===== config.mk =====
export PLATFORM = sky130hd
export DESIGN_NAME = ifmap_feeder
export DESIGN_NICKNAME = d
export VERILOG_FILES = /design/src/rtl/ifmap_feeder.sv
export SDC_FILE = /design/constraint.sdc
export NUM_CORES = 1
export LEC_CHECK = 0
export ABC_AREA = 1
export ABC_CLOCK_PERIOD_IN_PS = 6370
export CORE_MARGIN = 2
export CORE_UTILIZATION = 25
export CTS_BUF_LIST = sky130_fd_sc_hd__clkbuf_8
export CTS_CLUSTER_DIAMETER = 120
export CTS_CLUSTER_SIZE = 25
export DETAILED_ROUTE_END_ITERATION = 16
export DONT_BUFFER_PORTS = 1
export SETUP_SLACK_MARGIN = 0.1
export SYNTH_ARGS = -nofsm -noshare
export SYNTH_HDL_FRONTEND = slang
export SYNTH_SLANG_ARGS = --single-unit
export TNS_END_PERCENT = 20

===== constraint.sdc =====
create_clock -name clk -period 6.37 [get_ports clk]
set_input_delay 0.9555 -clock clk [delete_from_list [all_inputs] [get_ports clk]]
set_output_delay 0.9555 -clock clk [all_outputs]
set_load 0.05 [all_outputs]

===== src/rtl/ifmap_feeder.sv =====
// Streams a row-major ifmap tile from the global buffer into PE FIFO beats of PAR_WRITE lanes.
// Define IFMAP_FEEDER_STALL_CNT_EN to build the saturating push-stall counter.
module ifmap_feeder #(
  parameter int unsigned DATA_WIDTH    = 8,
  parameter int unsigned PAR_WRITE     = 2,
  parameter int unsigned ADDR_WIDTH_GB = 8
) (
  input  logic                                clk,
  input  logic                                rst,
  input  logic                                start,
  input  logic [ADDR_WIDTH_GB-1:0]            base_addr,
  input  logic [7:0]                          row_len,
  input  logic [7:0]                          num_rows,
  output logic                                gb_ren,
  output logic [ADDR_WIDTH_GB-1:0]            gb_raddr,
  input  logic [DATA_WIDTH-1:0]               gb_rdata,
  input  logic                                ready_ifm,
  output logic                                w_en_ifm,
  output logic [PAR_WRITE*(DATA_WIDTH+2)-1:0] data_in_ifm,
  output logic                                busy,
  output logic                                done,
  output logic [15:0]                         stall_cycles
);

  localparam int unsigned LaneW = DATA_WIDTH + 2;
  localparam int unsigned CntW  = (PAR_WRITE > 1) ? $clog2(PAR_WRITE) : 1;
  localparam logic [CntW-1:0] LastLane = CntW'(PAR_WRITE - 1);

  typedef enum logic [2:0] {
    StIdle    = 3'd0,
    StFetch   = 3'd1,
    StCapture = 3'd2,
    StPush    = 3'd3,
    StFinish  = 3'd4
  } state_e;

  state_e                   state_q, state_d;
  logic [ADDR_WIDTH_GB-1:0] base_q;
  logic [ADDR_WIDTH_GB-1:0] idx_q;
  logic [7:0]               row_len_q, num_rows_q;
  logic [7:0]               col_q, row_q;
  logic [CntW-1:0]          lane_q;
  logic                     last_q;
  logic [LaneW-1:0]         beat_q [PAR_WRITE];

  logic is_eor, is_last;

  assign is_eor  = (col_q == row_len_q - 8'd1);
  assign is_last = is_eor && (row_q == num_rows_q - 8'd1);

  always_comb begin
    state_d = state_q;
    unique case (state_q)
      StIdle:    if (start) state_d = StFetch;
      StFetch:   state_d = StCapture;
      StCapture: state_d = (lane_q == LastLane || is_last) ? StPush : StFetch;
      StPush:    if (ready_ifm) state_d = last_q ? StFinish : StFetch;
      StFinish:  state_d = StIdle;
      default:   state_d = StIdle;
    endcase
  end

  always_comb begin
    data_in_ifm = '0;
    for (int k = 0; k < int'(PAR_WRITE); k++) begin
      data_in_ifm[k*LaneW +: LaneW] = beat_q[k];
    end
  end

  assign gb_ren   = (state_q == StFetch);
  assign gb_raddr = (state_q == StFetch) ? base_q + idx_q : '0;
  assign w_en_ifm = (state_q == StPush) && ready_ifm;
  assign busy     = (state_q != StIdle);
  assign done     = (state_q == StFinish);

  always_ff @(posedge clk) begin
    if (rst) begin
      state_q    <= StIdle;
      base_q     <= '0;
      idx_q      <= '0;
      row_len_q  <= '0;
      num_rows_q <= '0;
      col_q      <= '0;
      row_q      <= '0;
      lane_q     <= '0;
      last_q     <= 1'b0;
      for (int k = 0; k < int'(PAR_WRITE); k++) beat_q[k] <= '0;
    end else begin
      state_q <= state_d;
      unique case (state_q)
        StIdle: begin
          if (start) begin
            base_q     <= base_addr;
            row_len_q  <= row_len;
            num_rows_q <= num_rows;
            idx_q      <= '0;
            col_q      <= '0;
            row_q      <= '0;
            lane_q     <= '0;
            last_q     <= 1'b0;
            for (int k = 0; k < int'(PAR_WRITE); k++) beat_q[k] <= '0;
          end
        end
        StCapture: begin
          beat_q[lane_q] <= {is_last, is_eor, gb_rdata};
          // Lanes past the final element carry eos so the PE sees stream end in every lane.
          for (int k = 0; k < int'(PAR_WRITE); k++) begin
            if (is_last && k > int'(lane_q)) beat_q[k] <= {1'b1, 1'b0, {DATA_WIDTH{1'b0}}};
          end
          idx_q  <= idx_q + 1'b1;
          last_q <= is_last;
          lane_q <= (lane_q == LastLane) ? '0 : lane_q + 1'b1;
          if (is_eor) begin
            col_q <= '0;
            row_q <= row_q + 8'd1;
          end else begin
            col_q <= col_q + 8'd1;
          end
        end
        StPush: begin
          if (ready_ifm) begin
            lane_q <= '0;
            for (int k = 0; k < int'(PAR_WRITE); k++) beat_q[k] <= '0;
          end
        end
        default: ;
      endcase
    end
  end

`ifdef IFMAP_FEEDER_STALL_CNT_EN
  logic [15:0] stall_q;

  always_ff @(posedge clk) begin
    if (rst) begin
      stall_q <= '0;
    end else if (state_q == StIdle && start) begin
      stall_q <= '0;
    end else if (state_q == StPush && !ready_ifm && stall_q != 16'hFFFF) begin
      stall_q <= stall_q + 16'd1;
    end
  end

  assign stall_cycles = stall_q;
`else
  assign stall_cycles = 16'h0000;
`endif

endmodule


==> results.cfg <==
[status]
outcome = finished clean

[worst_hold_path]
worst_hold_path.num_cells = 2
whs_endpoint = state_q[2]
hold_path.startpoint = last_q
hold_path.class = register to register

[route]
antenna_left = 0
drt_pass1_iterations = 4
routed_wire_length_per_instance_um = 12.0
vias_per_cell = 4.24
dr_total_vias = 3315
total_wirelength_um = 9340
initialDrtViolationCount = 151
drc_errors = 0

[critical_path]
r2r-end = beat_q[1][5]
critical_path.reg2reg.startpoint = state_q[2]
cp_max_fo = 5
cp_data_arrival_time_ns = 2.94
reg2reg_slack_ns = 3.26
setup.worst_path.end_class = primary output
required_ns = 5.41
startpoint_type = register
reg2regPathDepth = 7
worst-setup-path-type = register to primary output

[flow_run]
max_cap_viol_count = 0

[cells_and_area]
sequential_cell_area_mm2 = 0.00166
final.fill_count = 1789
layout.cells.most_common_list = 104 x nand2_1, 94 x nor2_1, 68 x inv_1
synthToLayoutAreaGrowth_pct = 8.55
multi_input_comb_area_mm2 = 0.00200
n_antenna_cell = 0
final_instance_count_excl_fillers = 781
fin_util_pct = 27.7
share_of_layout_cells_above_drive_strength_1_pct = 6.37
finish.instance_area_mm2 = 0.00440
layout.nets = 609
mostFrequentLayoutCell = nand2_1

[logic_synthesis]
flip_flop_and_latch_count_after_synthesis = 73
synth_area_per_cell_um2 = 7.18
part_of_the_yosys_area_used_for_sequential_elements_pct = 41.0
synthArstFlopShare_pct = 0
syn_inst = 564
synth.yosys.warnings = 0
number_of_library_cell_types_mapped_by_synthesis = 34
post_synth_instance_area_mm2 = 0.00405
number_of_flops_mapped_to_enable_cells_by_yosys = 20
synth_top_flop_cell = dfxtp_1

[place]
place_congestion = 0.811
dpl-instance-area_mm2 = 0.00421
placement.io_buffers = 0
dpl.cell_count = 765
dp_hpwl_um = 6830
detailedPlace.worstSlack_ns = 2.88

[power]
pwr_density_cell_mw_per_mm2 = 257
peak_ir_drop_on_the_vdd_network_v = 0.000114
power_mw = 1.13
p_leak_nw = 1.90

[sta]
rsz0062_at_grt = no
clock-skew-final_ns = 0.0114
slew_violations = 0
maxClockFrequency_mhz = 257
min_period_over_period_pct = 61.1
final.hold.worst_slack_ns = 0.465
postLayoutSetupSlackWorst_ns = 2.48
slew_headroom_pct = 24.2
tightest_slew_ns = 1.13
hold_viol = 0
timing.final.setup_violations = 0
final_period_minus_worst_setup_slack_ns = 3.89
setup_tns_ns = 0

[grt]
gr-usage-all-layers_pct = 11.1
global_route.usage.met3_pct = 4.24
pin_count_of_the_biggest_net_entering_global_routing = 47
grt_util_met2_pct = 18.8
grt_first_pass_wirelength_um = 15500
antenna_found_initial = 0
grt.met1_usage_pct = 13.1
via_count_of_the_first_global_routing_pass = 3171
global_route.overflow_total = 0
top_usage_layer = met2

[floorplan]
initial_core_util_pct = 25.5
placementRows = 46
chip_width_um = 131
dieHeight_um = 131
design.core.area_mm2 = 0.0159
design.portCount = 84
fp.dieArea_mm2 = 0.0172

[cts]
clk-insertion-delay-late_ns = 0.36
cell_at_the_root_of_the_clock_tree = clkbuf_8
cts-buffers-inserted = 9
tritoncts_clock_tree = built
cts_max_level = 3
ctsLongestPathBuffers = 2
hold_buffers = 0
cts_repair_resize_count = 0
path_clk_slew_ns = 0.08
clock-sinks = 73
post_cts.repair.setup_buffers = 0
-- flip-flops by register name, summed over array words and instances (netlist names) --
name        flops
base_q          8
beat_q         20
col_q           8
idx_q           8
lane_q          1
last_q          1
num_rows_q      8
row_len_q       8
row_q           8
state_q         3
-- logic make-up (layout without fill, tap and decap cells) --
logic type      after synthesis  after routing  share of synthesized area (%)
simple gates                263            263                           27.8
other cells                   1             16                         0.0926
buf+inv                     104             90                           11.1
fa+ha+maj                    13             13                           4.20
compound gates               93             93                           12.1
xor+xnor                     17             17                           3.68
flops                        73             73                           41.0
-- per-layer routing --
layer | vias up | part of all wire, %
met5 | - | 0
met4 | 0 | 1.5
met3 | 12 | 5.8
met2 | 70 | 48
met1 | 1458 | 45
li1 | 1775 | -
-- worst max-delay path: stages, from the launching register on --
cell and delay [ns]:
dfxtp_1 0.36, ha_1 0.22, fa_1 0.38, nand2_1 0.07
inv_1 0.04, o21ai_0 0.20, a21oi_1 0.12, nor2_1 0.10
nor2_1 0.04, nor2_1 0.11, o21ai_0 0.09, a21oi_1 0.84
-- cell type report --
type                    instances  share of cell area (%)
clock inverters                 6                    1.17
multi-input cells             402                    45.5
well taps                     216                    6.15
clock buffers                  10                    3.13
flip-flops and latches         73                    37.8
inverters                      74                    6.32
-- synth_stat cells, types with 2 or more instances --
| cell | count | area [um2] |
|---|---|---|
| inv_1 | 65 | 244 |
| a211oi_1 | 2 | 15.0 |
| xnor2_1 | 6 | 52.6 |
| xor2_1 | 11 | 96.3 |
| nand4_1 | 5 | 31.3 |
| buf_1 | 3 | 11.3 |
| nand2_2 | 4 | 25.0 |
| nor3_1 | 9 | 45.0 |
| nand3b_1 | 2 | 15.0 |
| nand3_1 | 35 | 175 |
| edfxtp_1 | 20 | 601 |
| clkbuf_1 | 10 | 37.5 |
| a21oi_1 | 39 | 195 |
| o21ai_0 | 45 | 225 |
| nor2_1 | 94 | 353 |
| o21ai_1 | 2 | 10.0 |
| ha_1 | 12 | 150 |
| inv_2 | 8 | 30.0 |
| nand2_1 | 104 | 390 |
| nor2_2 | 5 | 31.3 |
| dfxtp_1 | 53 | 1060 |
| buf_4 | 16 | 120 |
| nand2_4 | 2 | 22.5 |
| a221oi_1 | 2 | 17.5 |
-- where the power goes --
part           total [mW]  switching, mW  internal (mW)
Sequential          0.567         0.0586          0.509
Combinational       0.205          0.153         0.0523
Clock               0.356          0.170          0.186
-- worst max-delay path by stage --
stage / from / endpoint / cells past startpoint
final: idx_q[0] / gb_raddr[6] / 11
after global routing: idx_q[0] / gb_raddr[6] / 11
after CTS: idx_q[0] / gb_raddr[6] / 11
after floorplan: state_q[0] / gb_raddr[3] / 4
after global placement: idx_q[0] / gb_raddr[6] / 11
after detailed placement: idx_q[0] / gb_raddr[6] / 11
Power figures use the tool's default switching activity.
